**src/rtl/fft_stage_controller.sv**
```systemverilog
// Sequencer for an in-place radix-2 DIT FFT: walks LOG2N stages, issuing one
// butterfly per cycle, with registered read, twiddle and write-back addresses.
// Optional feature: define FFT_CTRL_STALL_EN to add the stall_i input, which
// holds the butterfly sequence while asserted in the run state.
module fft_stage_controller #(
  parameter int unsigned LOG2N = 5,
  parameter int unsigned AW    = LOG2N
) (
  input  logic             clk_i,
  input  logic             rst_ni,
  input  logic             start_i,
`ifdef FFT_CTRL_STALL_EN
  input  logic             stall_i,
`endif
  output logic             busy_o,
  output logic             done_o,
  output logic             rd_en_o,
  output logic [AW-1:0]    rd_addr_a_o,
  output logic [AW-1:0]    rd_addr_b_o,
  output logic [LOG2N-2:0] tw_addr_o,
  output logic             wr_en_o,
  output logic [AW-1:0]    wr_addr_a_o,
  output logic [AW-1:0]    wr_addr_b_o
);

  localparam int unsigned KW = LOG2N - 1;
  localparam int unsigned SW = $clog2(LOG2N);
  localparam int unsigned TW = LOG2N - 1;
  localparam logic [KW-1:0] KLast = {KW{1'b1}};
  localparam logic [SW-1:0] SLast = SW'(LOG2N - 1);

  typedef enum logic [2:0] {StIdle, StRun, StGap, StFlush, StDone} state_e;

  state_e        state_q, state_d;
  logic [SW-1:0] s_q, s_d;
  logic [KW-1:0] k_q, k_d;
  logic          rd_en_q, rd_en_d;
  logic [AW-1:0] rd_addr_a_q, rd_addr_a_d, rd_addr_b_q, rd_addr_b_d;
  logic [TW-1:0] tw_addr_q, tw_addr_d;
  logic          wr_en_q;
  logic [AW-1:0] wr_addr_a_q, wr_addr_b_q;
  logic          busy_q, done_q;
  logic          stall;

`ifdef FFT_CTRL_STALL_EN
  assign stall = stall_i;
`else
  assign stall = 1'b0;
`endif

  // Next state and butterfly counters; k_q is advanced only once it has been issued.
  always_comb begin
    state_d = state_q;
    s_d     = s_q;
    k_d     = k_q;
    rd_en_d = 1'b0;
    case (state_q)
      StIdle: begin
        if (start_i) begin
          state_d = StRun;
          s_d     = '0;
          k_d     = '0;
          rd_en_d = 1'b1;
        end
      end
      StRun: begin
        if (rd_en_q && (k_q == KLast)) begin
          k_d     = '0;
          state_d = (s_q == SLast) ? StFlush : StGap;
        end else begin
          if (rd_en_q) k_d = k_q + KW'(1);
          rd_en_d = ~stall;
        end
      end
      StGap: begin
        state_d = StRun;
        s_d     = s_q + SW'(1);
        k_d     = '0;
        rd_en_d = 1'b1;
      end
      StFlush: state_d = StDone;
      StDone:  state_d = StIdle;
      default: state_d = StIdle;
    endcase
  end

  // Address generation for the butterfly about to be issued.
  always_comb begin
    logic [AW-1:0] kx, span, pos, grp, tw_full;
    kx          = AW'(k_d);
    span        = AW'(1) << s_d;
    pos         = kx & (span - AW'(1));
    grp         = kx >> s_d;
    rd_addr_a_d = (grp << (32'(s_d) + 32'd1)) | pos;
    rd_addr_b_d = rd_addr_a_d + span;
    tw_full     = pos << (KW - 32'(s_d));
    tw_addr_d   = TW'(tw_full);
  end

  // State, counters and registered outputs; write side trails the read side by one cycle.
  always_ff @(posedge clk_i or negedge rst_ni) begin
    if (!rst_ni) begin
      state_q     <= StIdle;
      s_q         <= '0;
      k_q         <= '0;
      rd_en_q     <= 1'b0;
      rd_addr_a_q <= '0;
      rd_addr_b_q <= '0;
      tw_addr_q   <= '0;
      wr_en_q     <= 1'b0;
      wr_addr_a_q <= '0;
      wr_addr_b_q <= '0;
      busy_q      <= 1'b0;
      done_q      <= 1'b0;
    end else begin
      state_q     <= state_d;
      s_q         <= s_d;
      k_q         <= k_d;
      rd_en_q     <= rd_en_d;
      // Addresses hold across gaps and stalls.
      if (rd_en_d) begin
        rd_addr_a_q <= rd_addr_a_d;
        rd_addr_b_q <= rd_addr_b_d;
        tw_addr_q   <= tw_addr_d;
      end
      wr_en_q     <= rd_en_q;
      wr_addr_a_q <= rd_addr_a_q;
      wr_addr_b_q <= rd_addr_b_q;
      busy_q      <= (state_d != StIdle);
      done_q      <= (state_d == StDone);
    end
  end

  assign busy_o      = busy_q;
  assign done_o      = done_q;
  assign rd_en_o     = rd_en_q;
  assign rd_addr_a_o = rd_addr_a_q;
  assign rd_addr_b_o = rd_addr_b_q;
  assign tw_addr_o   = tw_addr_q;
  assign wr_en_o     = wr_en_q;
  assign wr_addr_a_o = wr_addr_a_q;
  assign wr_addr_b_o = wr_addr_b_q;

endmodule

```
**config.mk**
```make
export PLATFORM = sky130hd
export DESIGN_NAME = fft_stage_controller
export DESIGN_NICKNAME = d
export VERILOG_FILES = /design/src/rtl/fft_stage_controller.sv
export SDC_FILE = /design/constraint.sdc
export NUM_CORES = 1
export LEC_CHECK = 0
export CAP_MARGIN = 30
export CELL_PAD_IN_SITES_DETAIL_PLACEMENT = 2
export CELL_PAD_IN_SITES_GLOBAL_PLACEMENT = 2
export CORE_MARGIN = 3
export CORE_UTILIZATION = 39
export CTS_BUF_LIST = sky130_fd_sc_hd__clkbuf_4
export CTS_CLUSTER_SIZE = 40
export DETAILED_ROUTE_END_ITERATION = 6
export PLACE_DENSITY = 0.95
export SETUP_SLACK_MARGIN = 0.05
export SLEW_MARGIN = 25
export SYNTH_ARGS = -nofsm -noshare
export SYNTH_HDL_FRONTEND = slang
export SYNTH_SLANG_ARGS = --single-unit
```
**constraint.sdc**
```tcl
create_clock -name clk_i -period 11.2 [get_ports clk_i]
set_input_delay 2.24 -clock clk_i [delete_from_list [all_inputs] [get_ports clk_i]]
set_output_delay 2.24 -clock clk_i [all_outputs]
set_load 0.01 [all_outputs]
```
Word level (Yosys, flattened, before mapping)
Cells that the tools add are included.

word-level totals
  register bits = 38
  input port bits = 3
  output and inout bits = 28
  word-level logic and storage cells = 46

cells by class
  $add $sub $neg = 6
  equal/unequal tests = 6
  shift operators = 4
  muxes and demuxes = 13
  bitwise logic cells = 2
  reductions and logical operators = 3

operator list
  kind                                                                    number
  5-bit by 32-bit left shift with 4-bit output                            1
  4-bit two-way mux                                                       3
  3-bit case mux with 4 select lines                                      1
  4-bit case mux with 3 select lines                                      1
  3-bit two-way mux                                                       3
  3-bit by 2-bit equality test with 1-bit output (second input constant)  2
  3-bit equality test (second input constant)                             2
  3-bit case mux with 2 select lines                                      1
  5-bit adder                                                             1
  4-bit by 5-bit AND with 5-bit output                                    1
  5-bit OR                                                                1
  1-bit by 3-bit left shift with 5-bit output (first input constant)      1
  5-bit by 4-bit left shift with 5-bit output                             1
  4-bit by 3-bit right shift with 5-bit output                            1
  5-bit by 1-bit subtractor with 5-bit output (second input constant)     1
  3-bit by 1-bit adder with 4-bit output (second input constant)          1
  4-bit by 1-bit adder with 4-bit output (second input constant)          1
  4-bit equality test (second input constant)                             1
  3-bit by 3-bit subtractor with 4-bit output (first input constant)      1
  3-bit by 1-bit adder with 3-bit output (second input constant)          1
  3-bit by 1-bit equality test with 1-bit output (second input constant)  1
  3-bit logical NOT                                                       1
  1-bit two-way mux                                                       3
  1-bit case mux with 3 select lines                                      1
  other kinds (2)                                                         2

Logic depth before layout (Yosys ltp)
Gate-level depths: netlist of run 1.

  depth after elaboration = 8
  gate-level depth with buffers = 20
  depth with buffers taken out = 19

Least setup slack after synthesis of run 1
No wires, ideal clock.

  kind = in2reg
  from = input start_i
  to = register rd_addr_b_q[4], in the netlist rd_addr_b_o[4]
  setup time = 0.127 ns
  arrival time = 5.392 ns
  required time = 11.073 ns
  slack = 5.681 ns
  stages on the path = 19
  path buffers = 1
  cell sequence = nor2_1 o21a_1 or2_1 buf_6 inv_4 ha_1 ha_1 inv_1 ha_1 or4_1 a21oi_2 a211o_1 ha_1 a21o_1 a21oi_1 xnor2_1 and3_1 a22oi_1 nand3_1

between the ends
  word-level cells in the longest chain between the ends = 7
  elaborated cells on any way between the ends = 14
  classes of those cells = 3 x add/sub; 3 x shift; 6 x mux; 2 x bitwise

ends and longest elaborated chain
  element                                      RTL line  text
  start: declaration                           11        input logic start_i,
  3-bit two-way mux *                          59        if (start_i) begin
  3-bit case mux with 2 select lines *         57        case (state_q)
  via s_d[1]                                   35        logic [SW-1:0] s_q, s_d;
  1-bit by 3-bit left shift with 5-bit output  91        span = AW'(1) << s_d;
  5-bit by 1-bit subtractor with 5-bit output  92        pos = kx & (span - AW'(1));
  4-bit by 5-bit AND with 5-bit output         92
  5-bit OR *                                   94        rd_addr_a_d = (grp << (32'(s_d) + 32'd1)) | pos;
  via rd_addr_a_d[2]                           38        logic [AW-1:0] rd_addr_a_q, rd_addr_a_d, rd_addr_b_q, rd_addr_b_d;
  5-bit adder *                                95        rd_addr_b_d = rd_addr_a_d + span;
  end signal: assignment                       123       rd_addr_b_q <= rd_addr_b_d;
  end: declaration                             38

The timed path passes the listed nets; every way through them passes the cells marked *.
A chain may end at the register's enable or synchronous reset.

Final worst setup path of run 1
  from = input start_i
  to = register rd_addr_b_q[4], in the netlist rd_addr_b_o[4]

between the ends
  word-level cells in the longest chain between the ends = 7
  elaborated cells on any way between the ends = 14
  classes of those cells = 3 x add/sub; 3 x shift; 6 x mux; 2 x bitwise

ends and longest elaborated chain
  element                                      RTL line
  3-bit two-way mux                            59
  3-bit case mux with 2 select lines           57
  1-bit by 3-bit left shift with 5-bit output  91
  5-bit by 1-bit subtractor with 5-bit output  92
  4-bit by 5-bit AND with 5-bit output         92
  5-bit OR *                                   94
  via rd_addr_a_d[2]                           38
  5-bit adder *                                95

Marks and branches as above.

==> impl_metrics.yaml, run 1 <==
power_and_ir_drop:
  p_leak_nw: 1.138
  ir_drop_mv: 0.04029
  power_uw: 208.5
  powerDensity_mw_per_mm2: 82.71
yosys:
  synthFlopType: "dfrtp_1"
  syn_area_mm2: 0.002135
  yosys.area.top_type: "dfrtp_1"
  synth_edf_count: 0
  yosys_warnings: 0
  yosysTopAreaCellShare_pct: 44.55
  ys_ff_latch: 38
  ys_top_cells_by_area: "dfrtp_1 (45%), ha_1 (8.8%), nand2_1 (4.2%)"
  avgSynthCellArea_um2: 10.41
  synth_cells: 205
  async_flop_share_pct: 100.0
  syn-num-nets: 224
  synthDistinctLibCells: 63
  synth_seq_area_share_pct: 44.55
detailed_routing:
  via_count: 1737
  drt_wl_total_um: 5921
  vias_per_cell: 5.695
  ant_nets: 0
  drt_iter0_markers: 64
  dr.pass1.iters: 4
  wire_per_inst_um: 19.41
  drcViolationCount: 0
timing:
  min_period_ns: 6.256
  slew_violations: 0
  timing.fmax_mhz: 159.8
  rsz0062_at_grt: "false"
  fin_skew_ns: 0.01432
  slew_headroom_pct: 43.56
  fin_setup_tns_ns: 0
  whs_ns: 0.4093
  worst_slew_pin_slew_ns: 0.8466
  period_share_pct: 55.86
  finalHoldViolCount: 0
  setup_ws_ns: 4.944
  finalSetupViolations: 0
layout:
  instances_no_fill: 305
  antenna_cells: 0
  multi_input_area_mm2: 0.001077
  fillers: 574
  mostFrequentLayoutCell: "dfrtp_1"
  area_growth_syn_to_layout_pct: 18.11
  layout.nets: 254
  layout-drive-gt1-share_pct: 12.34
  layout_common_cells: "dfrtp_1 (38), clkdlybuf4s50_1 (29), nand2_1 (24), ha_1 (15)"
  register_area_um2: 950.9
critical_path:
  cp.arrival_ns: 6.51
  critPathKind: "input pin to register"
  crit_slowest_cell: "or4_1"
  crit_chain: "clkdlybuf4s50_1 > nor2_1 > o21a_1 > or2_1 > inv_4 > ha_1 > ha_1 > inv_1 > ha_1 > or4_1 > a21oi_2 > a211o_1 > ha_1 > a21o_1 > a21oi_1 > xnor2_1 > and3_1 > a22oi_1 > nand3_1"
  startpoint_type: "input pin"
  cpMostUsedCell: "ha_1"
  critPathCaptureType: "register"
  critPathMaxStageDelay_ns: 0.52
  worst-endpoint-required_ns: 11.45
  r2r_cells: 18
  path_max_fanout: 9
placed_design:
  dp_cells: 298
  gp_congestion: 0.9066
  port_buffers: 30
  dp_hpwl_um: 4334
  post-place-ws_ns: 4.560
cts:
  clk_pin_slew_ns: 0.12
  cts-root-buf: "clkbuf_4"
  cts_resized: 0
  clock_latency_ns: 0.36
  cts_num_sinks: 38
  cts-htree-levels: 2
  ctsHoldBuffers: 0
  numCtsBuffers: 5
  cts.path.max_buffers: 2
  post_cts_buffers: 0
  cts_tree: "done"
floorplan:
  die_h_um: 79.98
  die_area_mm2: 0.006397
  die_w_um: 79.98
  coreArea_mm2: 0.005205
  io_pins: 31
  start_util_pct: 41.01
  rows: 26
flow_run:
  max_cap_violations: 0
min_path:
  holdPathStages: 0
  hold_path_class: "register to register"
outcome:
  status: "finished clean"
global_route:
  first_global_vias: 1940
  grt_max_degree: 39
  antenna_found_initial: 0
  grt_usage_pct: 20.29
  grt_pass1_wl_um: 9949
  overflow: 0
-- path summary, 6_finish.rpt --
check,startpoint,endpoint,slack [ns]
min in group asynchronous,rst_ni,state_q[0],1.97
worst min register to register,rd_addr_a_o[0],wr_addr_a_o[0],0.41
worst min-delay path,rd_addr_a_o[0],wr_addr_a_o[0],0.41
worst max register to register,state_q[1],rd_addr_b_o[4],6.56
max in group asynchronous,rst_ni,wr_addr_a_o[1],8.68
worst max-delay path,start_i,rd_addr_b_o[4],4.94
-- flip-flops by register name (all words and copies together), names as in the netlist --
| register | count |
|---|---|
| rd_addr_a_o | 5 |
| rd_addr_b_o | 5 |
| wr_addr_a_o | 5 |
| wr_addr_b_o | 5 |
| k_q | 4 |
| tw_addr_o | 4 |
| s_q | 3 |
| state_q | 3 |
| busy_o | 1 |
| done_o | 1 |
| rd_en_o | 1 |
| wr_en_o | 1 |
-- cell families after synthesis --
family,synth area share (%)
buf+inv,4.983
fa+ha+maj,9.730
compound gates,19.87
flops,44.55
xor+xnor,2.051
simple gates,16.18
mux,2.638
-- through the flow --
step	utilization [%]	area [um^2]
final	48.44	2521
after global routing	48.44	2521
after CTS	48.44	2521
after detailed placement	47.52	2474
after global placement	47.52	2474
after floorplan	-	2135
-- report_power, final --
group | leakage (nW) | internal (mW) | total [mW] | switching (mW)
registers | 0.463 | 0.137 | 0.137 | 0
clock network | 0.0308 | 0.0226 | 0.0680 | 0.0454
logic | 0.644 | 0.000473 | 0.00339 | 0.00292
total | 1.14 | 0.160 | 0.209 | 0.0484
-- layer usage --
metal | vias up | global-route usage (%) | wire length (um)
met5 | - | 0 | 0
met3 | 18 | 4.289 | 199
met1 | 884 | 25.64 | 2659
met2 | 35 | 33.77 | 2884
li1 | 800 | - | -
met4 | 0 | 7.770 | 178
-- critical path, delay by kind of cell --
family | cells | cell delay, ns
AND/OR/NAND/NOR | 5 | 1.25
AO/OA/AOI/OAI | 6 | 1.20
buffers and inverters | 3 | 0.73
adder cells (fa/ha/maj) | 4 | 0.92
XOR/XNOR | 1 | 0.16
-- synthesized netlist by cell type, drive strengths merged, types with 2 or more instances --
library cell   n
mux2           5
or2            3
o21ai          9
o41ai          3
buf            5
dfrtp         38
inv           14
o31ai          2
clkbuf         3
a21o           8
nand4          3
o21a           4
a211oi         2
nor4b          3
nor3           5
and3           3
nor2b          2
nand3          5
a31o           2
xnor2          4
ha            15
nand2         24
a21oi          7
nor2          10
-- layout make-up --
class | instances | area share [%]
sequential | 38 | 37.72
clock buffer | 5 | 1.489
multi-input combinational | 145 | 42.73
clock inverter | 2 | 0.3970
timing repair buffer | 31 | 12.01
inverter | 14 | 2.184
tap | 70 | 3.474
Power figures use the tool's default switching activity.
==> run 2: changes to the inputs <==
- CORE_UTILIZATION: 39 -> 32
- PLACE_DENSITY: 0.95 -> 0.87
- clock period: 11.2 -> 5.7 ns (I/O delays scaled with it)
==> run 2 against run 1 <==
Sequential share of layout area fell by 0.22 points; flip-flop and latch count did not move; register-to-register slack got worse by 5.4 ns; clock power rose by 110%; first-iteration DRC count rose by 16%; sequential power rose by 96%; total power rose by 100%; critical endpoint unchanged; routed wire length rose by 2.7%; clock skew fell by 0.0074 ns; non-clock buffer count did not move; global-route usage fell by 2.8 points; largest power group unchanged; die area rose by 20%.
==> impl_metrics.yaml, run 2 (synthesis gave the netlist of run 1 again) <==
outcome:
  status: "finished clean"
floorplan:
  die_w_um: 87.67
  io_pins: 31
  start_util_pct: 33.24
  die_h_um: 87.67
  rows: 29
  coreArea_mm2: 0.006422
  die_area_mm2: 0.007686
global_route:
  overflow: 0
  antenna_found_initial: 0
  grt_pass1_wl_um: 10250
  grt_max_degree: 39
  grt_usage_pct: 17.51
  first_global_vias: 1931
timing:
  fin_skew_ns: 0.006877
  min_period_ns: 5.066
  slew_headroom_pct: 43.82
  slew_violations: 0
  finalHoldViolCount: 0
  finalSetupViolations: 0
  whs_ns: 0.4126
  worst_slew_pin_slew_ns: 0.8428
  setup_ws_ns: 0.6340
  period_share_pct: 88.88
  rsz0062_at_grt: "false"
  fin_setup_tns_ns: 0
  timing.fmax_mhz: 197.4
min_path:
  holdPathStages: 0
  hold_path_class: "register to register"
power_and_ir_drop:
  p_sw_uw: 101.3
  pwr-share-clk_pct: 33.9
  powerDensity_mw_per_mm2: 164.6
  internal-power_uw: 316.2
  p_comb_share_pct: 1.6
  seqPwrFrac_pct: 64.5
  power_switching_share_pct: 24.26
  p_leak_nw: 1.136
  ir_drop_mv: 0.1316
detailed_routing:
  drt_wl_total_um: 6081
  drcViolationCount: 0
  ant_nets: 0
  via_count: 1750
  vias_per_cell: 5.591
  dr.pass1.iters: 4
  drt_iter0_markers: 74
  wire_per_inst_um: 19.43
cts:
  clock_latency_ns: 0.36
  cts.path.max_buffers: 2
  cts-htree-levels: 2
  post_cts_buffers: 0
  cts_tree: "done"
  cts-root-buf: "clkbuf_4"
  numCtsBuffers: 5
  cts_num_sinks: 38
  cts_resized: 0
  clk_pin_slew_ns: 0.12
  ctsHoldBuffers: 0
critical_path:
  r2r_cells: 18
  critPathKind: "input pin to register"
  worst-endpoint-required_ns: 5.96
  critPathCaptureType: "register"
  startpoint_type: "input pin"
  path_max_fanout: 9
  cp.arrival_ns: 5.33
layout:
  antenna_cells: 0
  layout.nets: 254
  mostFrequentLayoutCell: "dfrtp_1"
  fillers: 704
  area_growth_syn_to_layout_pct: 18.82
  layout-drive-gt1-share_pct: 12.29
  postLayoutCoreUtil_pct: 39.49
  layout_common_cells: "dfrtp_1 (38), clkdlybuf4s50_1 (29), nand2_1 (24), ha_1 (15)"
  instances_no_fill: 313
flow_run:
  max_cap_violations: 0
placed_design:
  gp_congestion: 0.8506
  dp_hpwl_um: 4492
  dp_cells: 305
  port_buffers: 30
  post-place-ws_ns: 0.2658
==> run 2: cell types whose count changed in the layout (fill, tap and decap cells not counted), sizes merged <==
| cell | before | now |
|---|---|---|
| clkinvlp | 0 | 1 |
==> run 2: final timing paths <==
path	from	endpoint	slack [ns]
max	start_i	rd_addr_b_o[4]	0.63
min reg2reg	rd_addr_a_o[1]	wr_addr_a_o[1]	0.41
max in group asynchronous	rst_ni	wr_addr_a_o[3]	4.31
min in group asynchronous	rst_ni	state_q[0]	0.87
max reg2reg	state_q[1]	rd_addr_b_o[4]	1.13
min	rd_addr_a_o[1]	wr_addr_a_o[1]	0.41
==> run 2: final cells by class <==
type | instances | area, um^2 | share of cell area, %
flip-flops and latches | 38 | 950.9 | 37.49
clock buffers | 5 | 37.54 | 1.480
multi-input cells | 145 | 1077 | 42.48
repair buffers | 31 | 302.8 | 11.94
well taps | 77 | 96.34 | 3.799
clock inverters | 3 | 16.27 | 0.6413
inverters | 14 | 55.05 | 2.171
==> run 2: critical path: stages <==
cell	delay (ns)
clkdlybuf4s50_1	0.50
nor2_1	0.10
o21a_1	0.22
or2_1	0.33
inv_4	0.15
ha_1	0.19
ha_1	0.21
inv_1	0.06
ha_1	0.21
or4_1	0.54
a21oi_2	0.24
a211o_1	0.17
ha_1	0.28
a21o_1	0.20
a21oi_1	0.19
xnor2_1	0.14
and3_1	0.20
a22oi_1	0.15
nand3_1	0.09
==> run 2: layer usage <==
layer | track usage [%] | part of all wire [%] | up-vias
li1 | - | - | 806
met2 | 29.45 | 50 | 34
met5 | 0 | 0 | -
met3 | 4.421 | 3.2 | 10
met1 | 22.43 | 44 | 900
met4 | 4.603 | 2.0 | 0
==> run 2: through the flow <==
step / cell area (um^2) / total power [mW]
CTS: 2536 / 0.4243
global placement: 2482 / 0.2819
global route: 2536 / 0.4383
floorplan: 2135 / 0.2751
finish: 2536 / 0.4176
detailed placement: 2482 / 0.2820
==> run 2: power by group through the flow <==
stage                     registers, mW  clock network (mW)  logic [mW]
final                             0.269               0.141     0.00667
after global routing              0.270               0.161     0.00813
after detailed placement          0.275                   0     0.00734
after global placement            0.275                   0     0.00725
after floorplan                   0.275                   0    0.000375
after CTS                         0.270               0.147     0.00734
==> run 3: changes to the inputs <==
- CORE_MARGIN: 3 -> 2
==> run 3 against run 2 <==
Routed wire length shrank 5.6%; core utilization is 0.22 points higher; critical path depth unchanged; clock power about the same; hold slack better by 0.0036 ns; global-route usage fell by 0.63 points; first-iteration DRC count rose by 53%; combinational power grew 2%; final cell count unchanged; via count fell by 1.1%; clock skew up 0.0022 ns; highest routed layer unchanged.
==> impl_metrics.yaml, run 3 (synthesis gave the netlist of run 1 again) <==
layout:
  multi_input_area_mm2: 0.001077
  layout_common_cells: "dfrtp_1 (38), clkdlybuf4s50_1 (29), nand2_1 (24), ha_1 (15)"
  mostFrequentLayoutCell: "dfrtp_1"
  fillers: 682
  register_area_um2: 950.9
  layout-drive-gt1-share_pct: 12.29
  layout.nets: 254
  antenna_cells: 0
  area_growth_syn_to_layout_pct: 18.82
critical_path:
  reg2reg_slack_ns: 1.08
  r2r-end: "rd_addr_b_o[4]"
  crit_chain: "clkdlybuf4s50_1 > nor2_1 > o21a_1 > or2_1 > inv_4 > ha_1 > ha_1 > inv_1 > ha_1 > or4_1 > a21oi_2 > a211o_1 > ha_1 > a21o_1 > a21oi_1 > xnor2_1 > and3_1 > a22oi_1 > nand3_1"
  crit_slowest_cell: "or4_1"
  cp.buffers_inverters: 3
  startpoint_type: "input pin"
  cpMostUsedCell: "ha_1"
  cp.arrival_ns: 5.36
  critPathMaxStageDelay_ns: 0.52
  path_delay_family: "simple AND/OR/NAND/NOR gates"
  reg2reg_from: "state_q[1]"
  path_max_fanout: 9
  critPathCaptureType: "register"
  critPathKind: "input pin to register"
  r2r_cells: 18
  worst-endpoint-required_ns: 5.94
detailed_routing:
  drt_wl_total_um: 5742
  via_count: 1730
  ant_nets: 0
  drt_iter0_markers: 113
  dr.pass1.iters: 4
  vias_per_cell: 5.527
  drcViolationCount: 0
  wire_per_inst_um: 18.35
cts:
  clock_latency_ns: 0.35
  cts_tree: "done"
  numCtsBuffers: 5
  ctsHoldBuffers: 0
  cts_num_sinks: 38
  clk_pin_slew_ns: 0.11
  cts.path.max_buffers: 2
  post_cts_buffers: 0
  cts-htree-levels: 2
  cts_resized: 0
  cts-root-buf: "clkbuf_4"
global_route:
  antenna_found_initial: 0
  grt_usage_pct: 16.88
  grt_pass1_wl_um: 9646
  grt_max_degree: 39
  overflow: 0
  first_global_vias: 1883
min_path:
  hold_path_class: "register to register"
  min_from: "rd_addr_a_o[4]"
  holdPathStages: 0
  worstHoldEndpoint: "wr_addr_a_o[4]"
timing:
  rsz0062_at_grt: "false"
  min_period_ns: 5.122
  finalSetupViolations: 0
  period_share_pct: 89.86
  fin_setup_tns_ns: 0
  finalHoldViolCount: 0
  timing.fmax_mhz: 195.2
  whs_ns: 0.4162
  fin_skew_ns: 0.009087
  worst_slew_pin_slew_ns: 0.8569
  slew_violations: 0
  slew_headroom_pct: 42.87
floorplan:
  die_area_mm2: 0.007339
  die_w_um: 85.67
  start_util_pct: 33.42
  rows: 29
  io_pins: 31
  die_h_um: 85.67
  coreArea_mm2: 0.006386
outcome:
  status: "finished clean"
flow_run:
  max_cap_violations: 0
power_and_ir_drop:
  ir_drop_mv: 0.09589
  power_uw: 417.9
  powerDensity_mw_per_mm2: 164.8
  p_leak_nw: 1.140
placed_design:
  port_buffers: 30
  gp_congestion: 0.8245
  dp_hpwl_um: 4219
run 3: changes by cell type in the layout (fill, tap and decap cells not counted), sizes merged:
cell / delta
clkinvlp: -1
clkbuf: +1
run 3: power breakdown:
part / switching (mW) / internal [mW] / total [mW] / leakage (nW)
sequential: 0 / 0.269 / 0.269 / 0.463
combinational: 0.00587 / 0.000929 / 0.00680 / 0.644
clock: 0.0904 / 0.0512 / 0.142 / 0.0331
total: 0.0963 / 0.322 / 0.418 / 1.14
run 3: final cells by class:
| type | instances | area share, % |
|---|---|---|
| multi-input combinational | 145 | 42.48 |
| sequential | 38 | 37.49 |
| timing repair buffer | 31 | 11.94 |
| tap | 77 | 3.799 |
| inverter | 14 | 2.171 |
| clock buffer | 6 | 1.776 |
| clock inverter | 2 | 0.3453 |
run 3: metal layers:
layer	track usage, %	routed length (um)
met5	0	0
met4	6.061	102
met3	2.887	131
met2	28.34	2865
met1	21.96	2644
run 3: worst max-delay path by stage:
stage                 start             end  slack (ns)  depth (start not counted)
floorplan           start_i  rd_addr_b_o[4]        1.28                         19
global placement    start_i  rd_addr_b_o[4]        0.51                         19
detailed placement  start_i  rd_addr_b_o[4]        0.30                         19
CTS                 start_i  rd_addr_b_o[4]        0.61                         19
global route        start_i  rd_addr_b_o[4]        0.34                         19
finish              start_i  rd_addr_b_o[4]        0.58                         19
run 3: through the flow:
stage / cells / util [%] / worst slack, ns / instance area, um^2
after floorplan: 205 / - / 1.281 / 2135
after global placement: 305 / 38.87 / 0.5085 / 2482
after detailed placement: 305 / 38.87 / 0.3012 / 2482
after CTS: 313 / 39.71 / 0.6148 / 2536
after global routing: 313 / 39.71 / 0.3365 / 2536
final: 313 / 39.71 / 0.5782 / 2536
